## src/rtl/mccpu_hs.sv

```systemverilog
// mccpu_hs: multicycle MIPS-subset core on a single ready-handshaked instruction/data memory port.
module mccpu_hs #(
  parameter logic [31:0] RESET_PC = 32'h0000_0000,
  parameter bit HALT_ON_ILLEGAL = 1'b1
) (
  input  logic        clk,
  input  logic        rst,
  output logic        mem_req,
  output logic        mem_we,
  output logic [31:0] mem_adr,
  output logic [31:0] mem_wdata,
  input  logic [31:0] mem_rdata,
  input  logic        mem_ready,
  output logic [31:0] PC,
  output logic [31:0] instr,
  output logic        halted,
  input  logic [4:0]  reg_sel,
  output logic [31:0] reg_data
);
  typedef enum logic [2:0] {FETCH, DECODE, EXE, MEM, WB, HALT} state_t;
  state_t state, state_nx;
  logic [31:0] pc, ir, a, b, alu_out, mdr;
  logic [31:0] gpr [32];
  logic [5:0] op, fn;
  logic [4:0] rs, rt, rd, shamt;
  logic [31:0] sext, zext, rs_val, alu_i, alu_r, alu_res, rf_wd;
  logic is_r, is_jr, is_j, is_jal, is_beq, is_bne, is_lw, is_sw, is_alu_r, is_alu_i, legal, take, hs;
  logic rf_we;
  logic [4:0] rf_wa;
  assign op = ir[31:26];
  assign fn = ir[5:0];
  assign rs = ir[25:21];
  assign rt = ir[20:16];
  assign rd = ir[15:11];
  assign shamt = ir[10:6];
  assign sext = {{16{ir[15]}}, ir[15:0]};
  assign zext = {16'h0, ir[15:0]};
  assign rs_val = gpr[rs];
  assign is_r = op == 6'b000000;
  assign is_jr = is_r && fn == 6'b001000;
  assign is_alu_r = is_r && (fn inside {6'b100001, 6'b100011, 6'b100100, 6'b100101, 6'b101010, 6'b000000, 6'b000010});
  assign is_alu_i = op inside {6'b001001, 6'b001100, 6'b001101, 6'b001111};
  assign is_lw = op == 6'b100011;
  assign is_sw = op == 6'b101011;
  assign is_beq = op == 6'b000100;
  assign is_bne = op == 6'b000101;
  assign is_j = op == 6'b000010;
  assign is_jal = op == 6'b000011;
  assign legal = is_jr | is_alu_r | is_alu_i | is_lw | is_sw | is_beq | is_bne | is_j | is_jal;
  assign take = is_beq ? a == b : a != b;
  // lw/sw address generation shares the addiu path
  assign alu_i = op == 6'b001100 ? a & zext :
                 op == 6'b001101 ? a | zext :
                 op == 6'b001111 ? {ir[15:0], 16'h0} : a + sext;
  assign alu_r = fn == 6'b100011 ? a - b :
                 fn == 6'b100100 ? a & b :
                 fn == 6'b100101 ? a | b :
                 fn == 6'b101010 ? {31'd0, $signed(a) < $signed(b)} :
                 fn == 6'b000000 ? b << shamt :
                 fn == 6'b000010 ? b >> shamt : a + b;
  assign alu_res = is_r ? alu_r : alu_i;
  assign mem_req = !rst && (state == FETCH || state == MEM);
  assign mem_we = !rst && state == MEM && is_sw;
  assign mem_adr = state == MEM ? alu_out : pc;
  assign mem_wdata = b;
  assign hs = mem_req && mem_ready;
  assign halted = state == HALT;
  assign PC = pc;
  assign instr = ir;
  assign reg_data = reg_sel == 5'd0 ? 32'd0 : gpr[reg_sel];
  assign rf_we = state == WB || (state == DECODE && is_jal);
  assign rf_wa = state == DECODE ? 5'd31 : is_r ? rd : rt;
  assign rf_wd = state == DECODE ? pc : is_lw ? mdr : alu_out;
  always_comb begin
    state_nx = state;
    case (state)
      FETCH:   state_nx = hs ? DECODE : FETCH;
      DECODE:  state_nx = !legal ? (HALT_ON_ILLEGAL ? HALT : FETCH) : (is_j | is_jal | is_jr) ? FETCH : EXE;
      EXE:     state_nx = (is_beq | is_bne) ? FETCH : (is_lw | is_sw) ? MEM : WB;
      MEM:     state_nx = !hs ? MEM : is_sw ? FETCH : WB;
      WB:      state_nx = FETCH;
      HALT:    state_nx = HALT;
      default: state_nx = FETCH;
    endcase
  end
  always_ff @(posedge clk) begin
    if (rst) begin
      state <= FETCH;
      pc <= RESET_PC;
      ir <= '0;
      a <= '0;
      b <= '0;
      alu_out <= '0;
      mdr <= '0;
      for (int i = 0; i < 32; i++) gpr[i] <= '0;
    end else begin
      state <= state_nx;
      if (rf_we && rf_wa != 5'd0) gpr[rf_wa] <= rf_wd;
      if (state == FETCH && hs) begin
        ir <= mem_rdata;
        pc <= pc + 32'd4;
      end
      if (state == DECODE) begin
        a <= rs_val;
        b <= gpr[rt];
        if (is_j || is_jal) pc <= {pc[31:28], ir[25:0], 2'b00};
        if (is_jr) pc <= rs_val;
      end
      if (state == EXE) begin
        alu_out <= alu_res;
        if ((is_beq || is_bne) && take) pc <= pc + {sext[29:0], 2'b00};
      end
      if (state == MEM && hs && !is_sw) mdr <= mem_rdata;
    end
  end
endmodule

```

## config.mk

```make
export PLATFORM = sky130hd
export DESIGN_NAME = mccpu_hs
export DESIGN_NICKNAME = d
export VERILOG_FILES = /design/src/rtl/mccpu_hs.sv
export SDC_FILE = /design/constraint.sdc
export NUM_CORES = 2
export LEC_CHECK = 0
export BUFFER_PORTS_ARGS = -buffer_cell sky130_fd_sc_hd__buf_4
export CAP_MARGIN = 30
export CORE_MARGIN = 1.5
export CORE_UTILIZATION = 50
export DETAILED_ROUTE_END_ITERATION = 7
export PLACE_DENSITY = 0.65
export SLEW_MARGIN = 15
export SYNTH_ARGS = -nofsm -noshare
export SYNTH_HDL_FRONTEND = slang
export SYNTH_SLANG_ARGS = --single-unit
```

## constraint.sdc

```tcl
create_clock -name clk -period 5.2 [get_ports clk]
set_input_delay 1.04 -clock clk [delete_from_list [all_inputs] [get_ports clk]]
set_output_delay 1.04 -clock clk [all_outputs]
set_load 0.02 [all_outputs]
```

=== Yosys cells after proc, flatten, opt, wreduce, memory -nomap -nowiden ===
Memory sizes are Yosys's and may differ from the RTL's. A register that Yosys moved wholly into a read port is not among the register bits.
Index checks and enable logic that the tools add are counted.

* Bits of input ports: 40
* RAM bits: 1024
* Output and inout port bits: 163
* Memories kept: 1
* Logic and storage cells: 122
* Bits in registers: 163

{| class="wikitable"
|+ Memory list
! memory !! depth !! width !! rd ports !! clocked after memory_dff !! wr ports !! line !! text
|-
| gpr || 32 || 32 || 3 || 2 || 32 || 23 || <nowiki>logic [31:0] gpr [32];</nowiki>
|}

* Eq/ne operators: 24
* Shifts and indexed selects: 2
* Reduce and logical (&&, ||, !) cells: 26
* Bitwise operators: 16
* Muxes and demuxes: 41
* $add $sub $neg: 5
* Order comparisons: 1

{| class="wikitable"
|+ Operator list
! cell !! number
|-
| 2-to-1 mux 32 bit || 21
|-
| adder 32 bit || 3
|-
| == test 6 bit (second input constant) || 7
|-
| adder 32 x 3 -> 32 bit (second input constant) || 1
|-
| AND 32 x 16 -> 32 bit || 1
|-
| AND 32 bit || 1
|-
| == test 32 bit || 1
|-
| less-than comparator 32 bit || 1
|-
| != test 32 bit || 1
|-
| bitwise OR 32 x 16 -> 32 bit || 1
|-
| bitwise OR 32 bit || 1
|-
| OR reduction 32 bit || 1
|-
| left shift 32 x 5 -> 32 bit || 1
|-
| >> shifter 32 x 5 -> 32 bit || 1
|-
| subtractor 32 bit || 1
|-
| == test 6 x 4 -> 1 bit (second input constant) || 5
|-
| 2-to-1 mux 5 bit || 5
|-
| == test 6 x 2 -> 1 bit (second input constant) || 3
|-
| 2-to-1 mux 3 bit || 5
|-
| case mux 3 bit (5 select lines) || 1
|-
| == test 6 x 3 -> 1 bit (second input constant) || 2
|-
| logical AND 1 bit || 12
|-
| logical NOT 6 bit || 2
|-
| bitwise OR 1 bit || 12
|-
| 12 further kinds || 25
|}

=== Longest topological paths before layout ===
* Depth in word-level cells: 13
* Mapped depth: 17

=== Worst setup path before layout ===
Ideal clock, no wire load.

* Path type: input port to output port
* From: in reg_sel[0]
* To: out reg_data[10]
* Path buffers: 3
* Data arrival time: 3475 ps
* Cell stages on the path: 7
* Path slack: 685 ps
* Required time: 4160 ps
* Cell sequence: clkbuf_1 -> buf_1 -> buf_1 -> mux4_2 -> mux4_2 -> mux2i_1 -> nor2_1

* Word-level cells in the longest chain between the ends: 2
* Elaborated cells between the ends (all ways): 3
* Those cells by class: mux: 1; reduce/logical: 1; memory: 1

{| class="wikitable"
|+ Ends and longest elaborated chain
! item !! line !! text
|-
| start: declaration || 17 || <nowiki>input logic [4:0] reg_sel,</nowiki>
|-
| memory read (32 x 32 bit) / logical NOT 5 bit (equally long branches) || -- ||
|-
| 2-to-1 mux 32 bit (*) || 70 || <nowiki>assign reg_data = reg_sel == 5'd0 ? 32'd0 : gpr[reg_sel];</nowiki>
|-
| end: declaration || 18 || <nowiki>output logic [31:0] reg_data</nowiki>
|}

Mark *: on every way between the ends. The rest lies on a longest branch, timed or not.

=== Final worst setup path ===
* From: in reg_sel[1]
* To: out reg_data[1]

Same word-level chain as after synthesis.

==> results.toml <==
[power]
netSwitchingPower_mw = 8.550
vdd.ir_drop.worst_uv = 360.2
comb_power_share_pct = 22.3
seq_power_share_pct = 42.0
sw_frac_of_total_pct = 31.22
intPower_mw = 18.84
leakage_nw = 30.06
cellPowerDensity_nw_per_um2 = 301.6
p_clk_share_pct = 35.7
power.total_mw = 27.39

[route]
routed_wirelength_um = 338500
vias = 65459
per_cell_routed_wire_length_um = 37.97
drc_errors = 12
detailedRoute.firstPassIterationCount = 8
via_per_inst = 7.343
drt_iter0_markers = 11182
ant_nets = 0

[logic_synthesis]
ys_top_cells_by_area = "sky130_fd_sc_hd__edfxtp_1 (38%), sky130_fd_sc_hd__mux4_2 (28%), sky130_fd_sc_hd__nor2_1 (6.4%)"
syn-mean-instance-area_um2 = 12.37
ys_warn_count = 0
synth_largest_area_cell = "sky130_fd_sc_hd__edfxtp_1"
synthCells = 6545
syn-cell-area_um2 = 80960
synthDominantCellAreaShare_pct = 37.98
proportion_of_register_bits_with_asynchronous_set_or_reset_after_synthesis_pct = 0
synth.ff_latch_count = 1224
synth_seq_area_share_pct = 42.93
yosysUniqueCellTypes = 85
synth-main-ff-cell = "sky130_fd_sc_hd__edfxtp_1"
synth_edf_count = 1024

[final_layout]
num-nets-final = 6850
syn_to_final_growth_pct = 12.19
final_util_pct = 56.50
fraction_of_final_layout_cells_with_drive_strength_greater_than_1_pct = 29.48
final_area_um2 = 90830

[worst_setup_path]
critical_path.max_fanout = 82
critPathBufInv = 3
critical_path_startpoint_category = "input port"
endpoint_required_time_on_the_critical_path_ns = 4.16
critical_path.slowest_cell = "sky130_fd_sc_hd__buf_8"
path_cells = "buf_8 > buf_4 > mux4_2 > mux4_2 > mux2i_1 > nor2_1 > buf_4"
cp_top_family = "buffers and inverters"
worst-setup-path-type = "input port to primary output"
critPathCaptureType = "primary output"
critical-path-max-stage-delay_ns = 0.55
timing.critical_path.arrival_ns = 3.58

[floorplan]
floorplan.die.height_um = 405.4
boundaryPins = 203
starting_density_of_the_core_pct = 50.36
placement_rows = 147
core_area_um2 = 160800
fp.dieArea_um2 = 164300
chipWidth_um = 405.4

[timing]
number_of_hold_violations_in_the_final_report = 0
final_clock_skew_ns = 0.04887
setup_viol = 0
grt_setup_unrepaired = "false"
relSlewSlack_pct = 17.58
finalCritPeriodShare_pct = 88.94
final.setup.tns_ns = 0
finalWorstPathRequiredPeriod_ns = 4.625
worst-slew-pin-transition_ns = 1.202
report.final.slew_viol_count = 0
max_freq_ghz = 0.2162

[clock_network]
cts.root.buffer_cell = "sky130_fd_sc_hd__clkbuf_16"
clockBufferDepth = 3
clock_sinks = 1224
cts.repair_timing.setup_buffer_count = 0
cts_tree = "built"
worstSkewPairLatency_ns = 0.82
holdBufCountCts = 0
worst_setup_hold_path_clk_slew_ns = 0.06
cts.htree.levels = 4
number_of_buffers_added_by_the_clock_tree_synthesis_step = 134
postCtsResizedCells = 0

[placed_design]
gp_routability_congestion = 1.039
portBuffers = 202
placed_area_um2 = 86360
post-dp-hpwl_um = 225900

[flow_run]
maxCapViolations = 0

[global_routing]
gr-usage-all-layers_pct = 41.04
antenna_found_initial = 15
grt.overflow.total = 0
grt_first_pass_wirelength_um = 471700
grt_pass1_vias = 62580
grt_max_degree = 201

[outcome]
outcome = "finished with violations"
failing_checks = "design-rule violations"

[min_path]
timing.hold.worst.class = "flip-flop to flip-flop"
==> cell usage after synthesis, drive strengths merged (39+ instances only) <==
cell type and n:
nor2 1376, edfxtp 1024, mux4 1001, clkbuf 458
nand2 344, a21oi 314, dfxtp 200, mux2i 192
buf 174, ha 173, o21ai 169, inv 128
a211oi 114, xnor2 75, mux2 72, nor3 60
nand2b 46, nand3 45, xor2 44, o22ai 39
==> final timing paths <==
kind / from / endpoint / slack [ns] / cells after the start
worst max-delay path: reg_sel[1] / reg_data[1] / 0.58 / 7
worst min-delay path: mdr[11]$_SDFFE_PP0P_ / mdr[11]$_SDFFE_PP0P_ / 0.46 / 2
worst max register to register: instr[29]$_SDFFE_PP0P_ / gpr[17][6]$_SDFFCE_PN0P_ / 0.81 / 9
worst min register to register: mdr[11]$_SDFFE_PP0P_ / mdr[11]$_SDFFE_PP0P_ / 0.46 / 2
==> metrics by stage <==
stage                     setup WS [ns]  cells  hold slack [ns]
after global placement           0.7187   8652           0.4412
after CTS                        0.6741   8899           0.4556
final                            0.5751   8915           0.4572
after global routing             0.6185   8906           0.4733
after detailed placement         0.6701   8653           0.4471
after floorplan                  0.6848   6576           0.4360
==> worst min-delay path, delay by kind of cell, from the launching register on <==
family	cells	cell delay (ns)
AOI/OAI and AO/OA	1	0.05
DFF	1	0.31
and+or+nand+nor	1	0.05
==> sequential cells by signal, summed over array words and instances (netlist names), named ones only <==
signal,cells
gpr,1024
alu_out,32
mem_wdata,32
mdr,32
instr,32
PC,32
a,32
state,3
==> logic make-up (layout without fill, tap and decap cells) <==
family                     count (synthesis)  after routing  synth area share, %
DFF                                     1224           1224                42.93
muxes                                   1265           1265                31.22
buffers and inverters                    761            928                3.694
and+or+nand+nor                         2049           2049                10.53
AOI/OAI and AO/OA                        949            949                7.556
xor gates and xnor gates                 119            119                1.287
adders and majority gates                177            177                2.773
other                                      1             44             0.004632
==> power groups by stage <==
stage / registers [mW] / logic [mW] / clock network (mW)
2_1_floorplan: 11.5 / 3.66 / 0
3_3_place_gp: 11.7 / 5.82 / 0
3_5_place_dp: 11.7 / 5.86 / 0
4_1_cts: 11.5 / 5.89 / 9.79
5_1_grt: 11.5 / 6.28 / 10.1
6_report: 11.5 / 6.10 / 9.78
==> layout by cell type (no fill, tap or decap), types with 75 or more instances in the layout <==
| cell type | n |
|---|---|
| sky130_fd_sc_hd__mux2i_1 | 189 |
| sky130_fd_sc_hd__a211oi_1 | 114 |
| sky130_fd_sc_hd__edfxtp_1 | 1024 |
| sky130_fd_sc_hd__nor2_1 | 1372 |
| sky130_fd_sc_hd__o21ai_0 | 166 |
| sky130_fd_sc_hd__buf_4 | 502 |
| sky130_fd_sc_hd__xnor2_1 | 75 |
| sky130_fd_sc_hd__mux4_2 | 1001 |
| sky130_fd_sc_hd__a21oi_1 | 281 |
| sky130_fd_sc_hd__ha_1 | 173 |
| sky130_fd_sc_hd__dfxtp_1 | 184 |
| sky130_fd_sc_hd__nand2_1 | 318 |
| sky130_fd_sc_hd__inv_1 | 125 |
| sky130_fd_sc_hd__clkbuf_16 | 135 |
==> layer usage <==
metal | routed length (µm) | global-route usage [%] | vias up | part of all wire [%]
li1 | - | - | 25486 | -
met5 | 77 | 0 | - | 0.023
met3 | 54570 | 16.19 | 1397 | 16
met4 | 29220 | 29.13 | 12 | 8.6
met1 | 109800 | 50.24 | 32493 | 32
met2 | 144900 | 59.30 | 6071 | 43
==> cell type report <==
cell class | count | area [µm²]
antenna | 12 | 30.03
inverter | 129 | 484.2
clock buffer | 155 | 3503
tap | 2160 | 2703
sequential | 1224 | 34800
timing repair buffer | 553 | 4748
clock inverter | 91 | 895.9
fill | 13162 | 69930
multi-input combinational | 4591 | 43660
Power figures use the tool's default switching activity.
